==> src/rtl/gpc_c2f_req_buf.sv <==
// rtl/gpc_c2f_req_buf.sv - C2F request FIFO toward the fabric with early stall (optional stats: C2F_REQ_BUF_STATS_EN)
module gpc_c2f_req_buf #(
    parameter int DEPTH        = 8,
    parameter int STALL_MARGIN = 2,
    parameter int ADDR_W       = 32,
    parameter int DATA_W       = 32
) (
    input  logic                       QClk,
    input  logic                       RstQnnnH,
    input  logic                       C2F_ReqValidQ500H,
    input  logic [1:0]                 C2F_ReqOpcodeQ500H,
    input  logic [1:0]                 C2F_ReqThreadIDQ500H,
    input  logic [ADDR_W-1:0]          C2F_ReqAddressQ500H,
    input  logic [DATA_W-1:0]          C2F_ReqDataQ500H,
    output logic                       C2F_RspStall,
    output logic                       FabReqValidQ501H,
    output logic [1:0]                 FabReqOpcodeQ501H,
    output logic [1:0]                 FabReqThreadIDQ501H,
    output logic [ADDR_W-1:0]          FabReqAddressQ501H,
    output logic [DATA_W-1:0]          FabReqDataQ501H,
    input  logic                       FabReqReady,
    output logic [$clog2(DEPTH+1)-1:0] BufCount,
    output logic                       BufOvfErr
`ifdef C2F_REQ_BUF_STATS_EN
    ,
    output logic [15:0]                StatPushCnt,
    output logic [15:0]                StatStallCycCnt,
    output logic [$clog2(DEPTH+1)-1:0] StatMaxOcc
`endif
);

    localparam int PTR_W = $clog2(DEPTH);
    localparam int CNT_W = $clog2(DEPTH+1);
    localparam logic [CNT_W-1:0] CNT_FULL  = CNT_W'(DEPTH);
    localparam logic [CNT_W-1:0] CNT_STALL = CNT_W'(DEPTH - STALL_MARGIN);

    logic [1:0]        op_mem   [DEPTH];
    logic [1:0]        tid_mem  [DEPTH];
    logic [ADDR_W-1:0] addr_mem [DEPTH];
    logic [DATA_W-1:0] data_mem [DEPTH];

    logic [PTR_W-1:0] wr_ptr;
    logic [PTR_W-1:0] rd_ptr;
    logic [CNT_W-1:0] cnt;
    logic [CNT_W-1:0] cnt_nxt;
    logic             stall_q;
    logic             ovf_q;
    logic             buf_valid;
    logic             push;
    logic             pop;
    logic             ovf;

    assign buf_valid = (cnt != '0);
    assign pop       = buf_valid && FabReqReady;
    // A pop in the same cycle frees a slot, so a full buffer still accepts.
    assign push      = C2F_ReqValidQ500H && ((cnt != CNT_FULL) || pop);
    assign ovf       = C2F_ReqValidQ500H && (cnt == CNT_FULL) && !pop;

    // Occupancy after this cycle's push/pop
    always_comb begin
        cnt_nxt = cnt;
        if (push && !pop) begin
            cnt_nxt = cnt + CNT_W'(1);
        end else if (pop && !push) begin
            cnt_nxt = cnt - CNT_W'(1);
        end
    end

    // Pointers, occupancy, registered stall and sticky overflow
    always_ff @(posedge QClk) begin
        if (RstQnnnH) begin
            wr_ptr  <= '0;
            rd_ptr  <= '0;
            cnt     <= '0;
            stall_q <= 1'b0;
            ovf_q   <= 1'b0;
        end else begin
            if (push) begin
                wr_ptr <= wr_ptr + PTR_W'(1);
            end
            if (pop) begin
                rd_ptr <= rd_ptr + PTR_W'(1);
            end
            cnt     <= cnt_nxt;
            stall_q <= (cnt_nxt >= CNT_STALL);
            if (ovf) begin
                ovf_q <= 1'b1;
            end
        end
    end

    // Entry storage; contents are meaningless until covered by the pointers
    always_ff @(posedge QClk) begin
        if (push) begin
            op_mem[wr_ptr]   <= C2F_ReqOpcodeQ500H;
            tid_mem[wr_ptr]  <= C2F_ReqThreadIDQ500H;
            addr_mem[wr_ptr] <= C2F_ReqAddressQ500H;
            data_mem[wr_ptr] <= C2F_ReqDataQ500H;
        end
    end

    assign C2F_RspStall        = stall_q;
    assign BufOvfErr           = ovf_q;
    assign BufCount            = cnt;
    assign FabReqValidQ501H    = buf_valid;
    assign FabReqOpcodeQ501H   = buf_valid ? op_mem[rd_ptr]   : '0;
    assign FabReqThreadIDQ501H = buf_valid ? tid_mem[rd_ptr]  : '0;
    assign FabReqAddressQ501H  = buf_valid ? addr_mem[rd_ptr] : '0;
    assign FabReqDataQ501H     = buf_valid ? data_mem[rd_ptr] : '0;

`ifdef C2F_REQ_BUF_STATS_EN
    logic [15:0]      push_cnt_q;
    logic [15:0]      stall_cyc_q;
    logic [CNT_W-1:0] max_occ_q;

    // Saturating push / stall-cycle counters and occupancy high-water mark
    always_ff @(posedge QClk) begin
        if (RstQnnnH) begin
            push_cnt_q  <= '0;
            stall_cyc_q <= '0;
            max_occ_q   <= '0;
        end else begin
            if (push && (push_cnt_q != 16'hFFFF)) begin
                push_cnt_q <= push_cnt_q + 16'd1;
            end
            if (stall_q && (stall_cyc_q != 16'hFFFF)) begin
                stall_cyc_q <= stall_cyc_q + 16'd1;
            end
            if (cnt_nxt > max_occ_q) begin
                max_occ_q <= cnt_nxt;
            end
        end
    end

    assign StatPushCnt     = push_cnt_q;
    assign StatStallCycCnt = stall_cyc_q;
    assign StatMaxOcc      = max_occ_q;
`endif

endmodule

==> config.mk <==
export PLATFORM = sky130hd
export DESIGN_NAME = gpc_c2f_req_buf
export DESIGN_NICKNAME = d
export VERILOG_FILES = /design/src/rtl/gpc_c2f_req_buf.sv
export SDC_FILE = /design/constraint.sdc
export NUM_CORES = 1
export LEC_CHECK = 0
export ABC_AREA = 1
export CAP_MARGIN = 40
export CORE_AREA = 8 8 234 404
export DETAILED_ROUTE_END_ITERATION = 10
export DIE_AREA = 0 0 242 412
export GPL_TIMING_DRIVEN = 1
export SYNTH_ARGS = -nofsm -noshare
export SYNTH_HDL_FRONTEND = slang
export SYNTH_SLANG_ARGS = --single-unit
export TNS_END_PERCENT = 100
==> constraint.sdc <==
create_clock -name QClk -period 6.6 [get_ports QClk]
set_clock_uncertainty 0.2 [all_clocks]
set_input_delay 1.32 -clock QClk [delete_from_list [all_inputs] [get_ports QClk]]
set_output_delay 1.32 -clock QClk [all_outputs]
set_load 0.05 [all_outputs]
==> flow_metrics.py <==
metrics = {
    "routing": {
        "vias_per_cell": 4.516,
        "finalWirelength_um": 57710,
        "drt_iter0_drc": 734,
        "dr_total_vias": 13550,
        "route.detailed.wl_per_inst_um": 19.23,
        "post-route-drc-count": 0,
        "drt_pass1_iterations": 5,
        "ant_nets": 0,
    },
    "timing": {
        "tns_ps": 0,
        "finalCritPeriodShare_pct": 80.72,
        "maxSlewViolCount": 0,
        "setup_viol": 0,
        "hold_viol": 0,
        "hold_ws_ps": 246.5,
        "rsz0062_at_grt": "false",
        "finalCriticalPeriod_ps": 5328,
        "fmax_mhz": 187.7,
        "worstMarginPinSlew_ps": 1160,
        "relSlewSlack_pct": 22.70,
    },
    "clock_network": {
        "cts_tree": "done",
        "cts_resized": 0,
        "cts_hold_buffers": 0,
        "clockBufferDepth": 3,
        "clkLatencyLatePin_ps": 610,
        "cts_inserted_buffers": 55,
        "clk_pin_slew_ps": 60,
        "clockRootBuffer": "clkbuf_16",
        "cts_sinks": 559,
        "postCtsSetupBuffers": 0,
        "htree_levels": 2,
    },
    "die": {
        "num_rows": 145,
        "die_y_um": 412,
        "num_io_pins": 147,
        "fp.dieW_um": 242,
        "dieArea_sq_um": 99700,
        "coreArea_sq_um": 88900,
        "start_util_pct": 24.80,
    },
    "finish": {
        "final_nets": 1855,
        "drive_gt1_share_pct": 7.680,
        "areaGrowthSynthToFinish_pct": 20.88,
    },
    "placed_design": {
        "gp_congestion": 0.7135,
        "io_buffers": 146,
        "dp_hpwl_um": 34300,
    },
    "power_and_ir_drop": {
        "pwr_density_cell_nw_per_um2": 354.4,
        "power_leakage_uw": 0.008477,
        "ir_worst_vdd_uv": 273.9,
    },
    "status": {
        "run_status": "finished clean",
    },
    "setup_path": {
        "worstPathRequired_ps": 5080,
        "regToRegSetupSlack_ps": 3320,
        "critPathMaxFanout": 69,
        "crit_arrival_ps": 3810,
        "worstSetupStartpointType": "flip-flop",
        "worstSetupPathType": "reg -> out",
        "end_kind": "output pin",
    },
    "logic_synthesis": {
        "synth-edff-count": 544,
        "synth_top_area_share_pct": 74.11,
        "ys_top_cells_by_area": "edfxtp_1 (74%), nor2_1 (7.2%), o21ai_0 (6.7%), mux2i_1 (3.1%), o22ai_1 (1.9%)",
        "syn-cell-area_sq_um": 22040,
        "async_flop_share_pct": 0,
        "synth_xor_area_share_pct": 0.1589,
        "synth_top_flop_cell": "edfxtp_1",
        "synth_compound_area_share_pct": 10.01,
        "yosysSeqAreaShare_pct": 75.47,
        "ys_ff_latch": 559,
        "synth_top_family_by_area": "compound AO/OA/AOI/OAI gates",
        "synth_area_per_cell_sq_um": 13.38,
        "synth_mux_area_share_pct": 3.088,
        "yosys_warnings": 0,
        "ys_types": 27,
        "synthesis.instances": 1648,
        "synthesis.nets": 1724,
        "yosys.area_share.simple_pct": 8.066,
        "yosysTopAreaCell": "edfxtp_1",
        "synthAdderAreaFrac_pct": 0.2270,
    },
    "global_routing": {
        "grt_max_degree": 177,
        "grt_overflow_total": 0,
        "grt_pass1_vias": 14020,
        "grt_pass1_wl_um": 86770,
        "grt_usage_pct": 11.25,
        "antenna_found_initial": 5,
    },
    "hold_path": {
        "min_path_type": "reg -> reg",
    },
    "flow_run": {
        "max_cap_viol_count": 0,
    },
}
## Yosys cell counts (8+ instances only)
library cell and number:
a21oi_1 9, buf_2 30, buf_4 14, clkbuf_1 43, dfxtp_1 15, edfxtp_1 544, inv_1 16, mux2i_1 68
nand2_1 29, nand3_1 8, nor2_1 423, o21ai_0 295, o21ai_1 50, o22ai_1 68
## worst max-delay path, cell delays in order (launching register included)
cell and delay [ps]:
dfxtp_4 850, buf_4 460, buf_4 380, o21ai_0 140
o21ai_0 220, o21ai_0 120, nor2_1 180, clkdlybuf4s50_1 830
## cells in the final DEF, fill, tap and decap left out, types with 5 or more instances in the layout
cell type,netlist,final
a21oi_1,9,9
buf_12,1,9
buf_4,14,21
clkbuf_1,43,8
clkbuf_16,0,55
clkdlybuf4s50_1,0,146
clkinv_1,0,6
clkinv_2,0,14
clkinvlp_4,0,5
dfxtp_1,15,12
edfxtp_1,544,544
inv_1,16,16
mux2i_1,68,68
nand2_1,29,29
nand3_1,8,8
nor2_1,423,415
nor2_4,0,8
o21ai_0,295,295
o21ai_1,50,50
o22ai_1,68,68
## cell type report
type,count,area (sq um)
repair buffers,179,1882
clock inverters,38,341.6
flip-flops and latches,559,16650
fillers,8939,62250
well taps,1176,1471
clock buffers,63,1406
inverters,19,77.57
diodes,2,5.005
multi-input cells,965,4815
## per-layer routing
metal	global-route usage [%]	vias up	share of wire, %
li1	-	6290	-
met1	12.80	6832	40
met2	20.83	334	53
met3	2.195	90	4.6
met4	3.813	6	2.6
met5	0	-	0.064
## path summary, 6_finish.rpt
check / start / endpoint / depth (start not counted)
worst max-delay path: flip-flop / FabReqDataQ501H[16] / 7
worst min-delay path: BufOvfErr / BufOvfErr / 2
worst max register to register: BufCount[1] / data_mem[5][30] / 8
worst min register to register: BufOvfErr / BufOvfErr / 2
## kinds of logic after synthesis
logic type      count (synthesis)
fa+ha+maj                       4
compound gates                423
simple gates                  466
mux                            68
xor+xnor                        4
buf+inv                       124
flops                         559
## per-stage QoR
stage          area, sq um  utilization [%]  std cells  power, uW  worst slack [ps]
6_report             26650            29.97       3001       9443              1272
5_1_grt              26640            29.97       2999       9868             934.1
4_1_cts              26640            29.97       2999       9596              1146
3_5_place_dp         24890            28.00       2898       6512              1849
3_3_place_gp         24710            27.80       2890       6460              1782
2_1_floorplan        22040                -       1648       5701              1284
## registers in the layout, summed over array words and instances, names as in the netlist, named ones only
signal / flops
addr_mem: 256
data_mem: 256
op_mem: 16
tid_mem: 16
BufCount: 4
rd_ptr: 3
wr_ptr: 3
BufOvfErr: 1
C2F_RspStall: 1
## where the power goes
part	internal, uW	total, uW	switching [uW]
Sequential	4020	4090	72.6
Clock	1670	3050	1370
Combinational	704	2310	1600
Note: power is estimated with default switching activity, not from simulation.
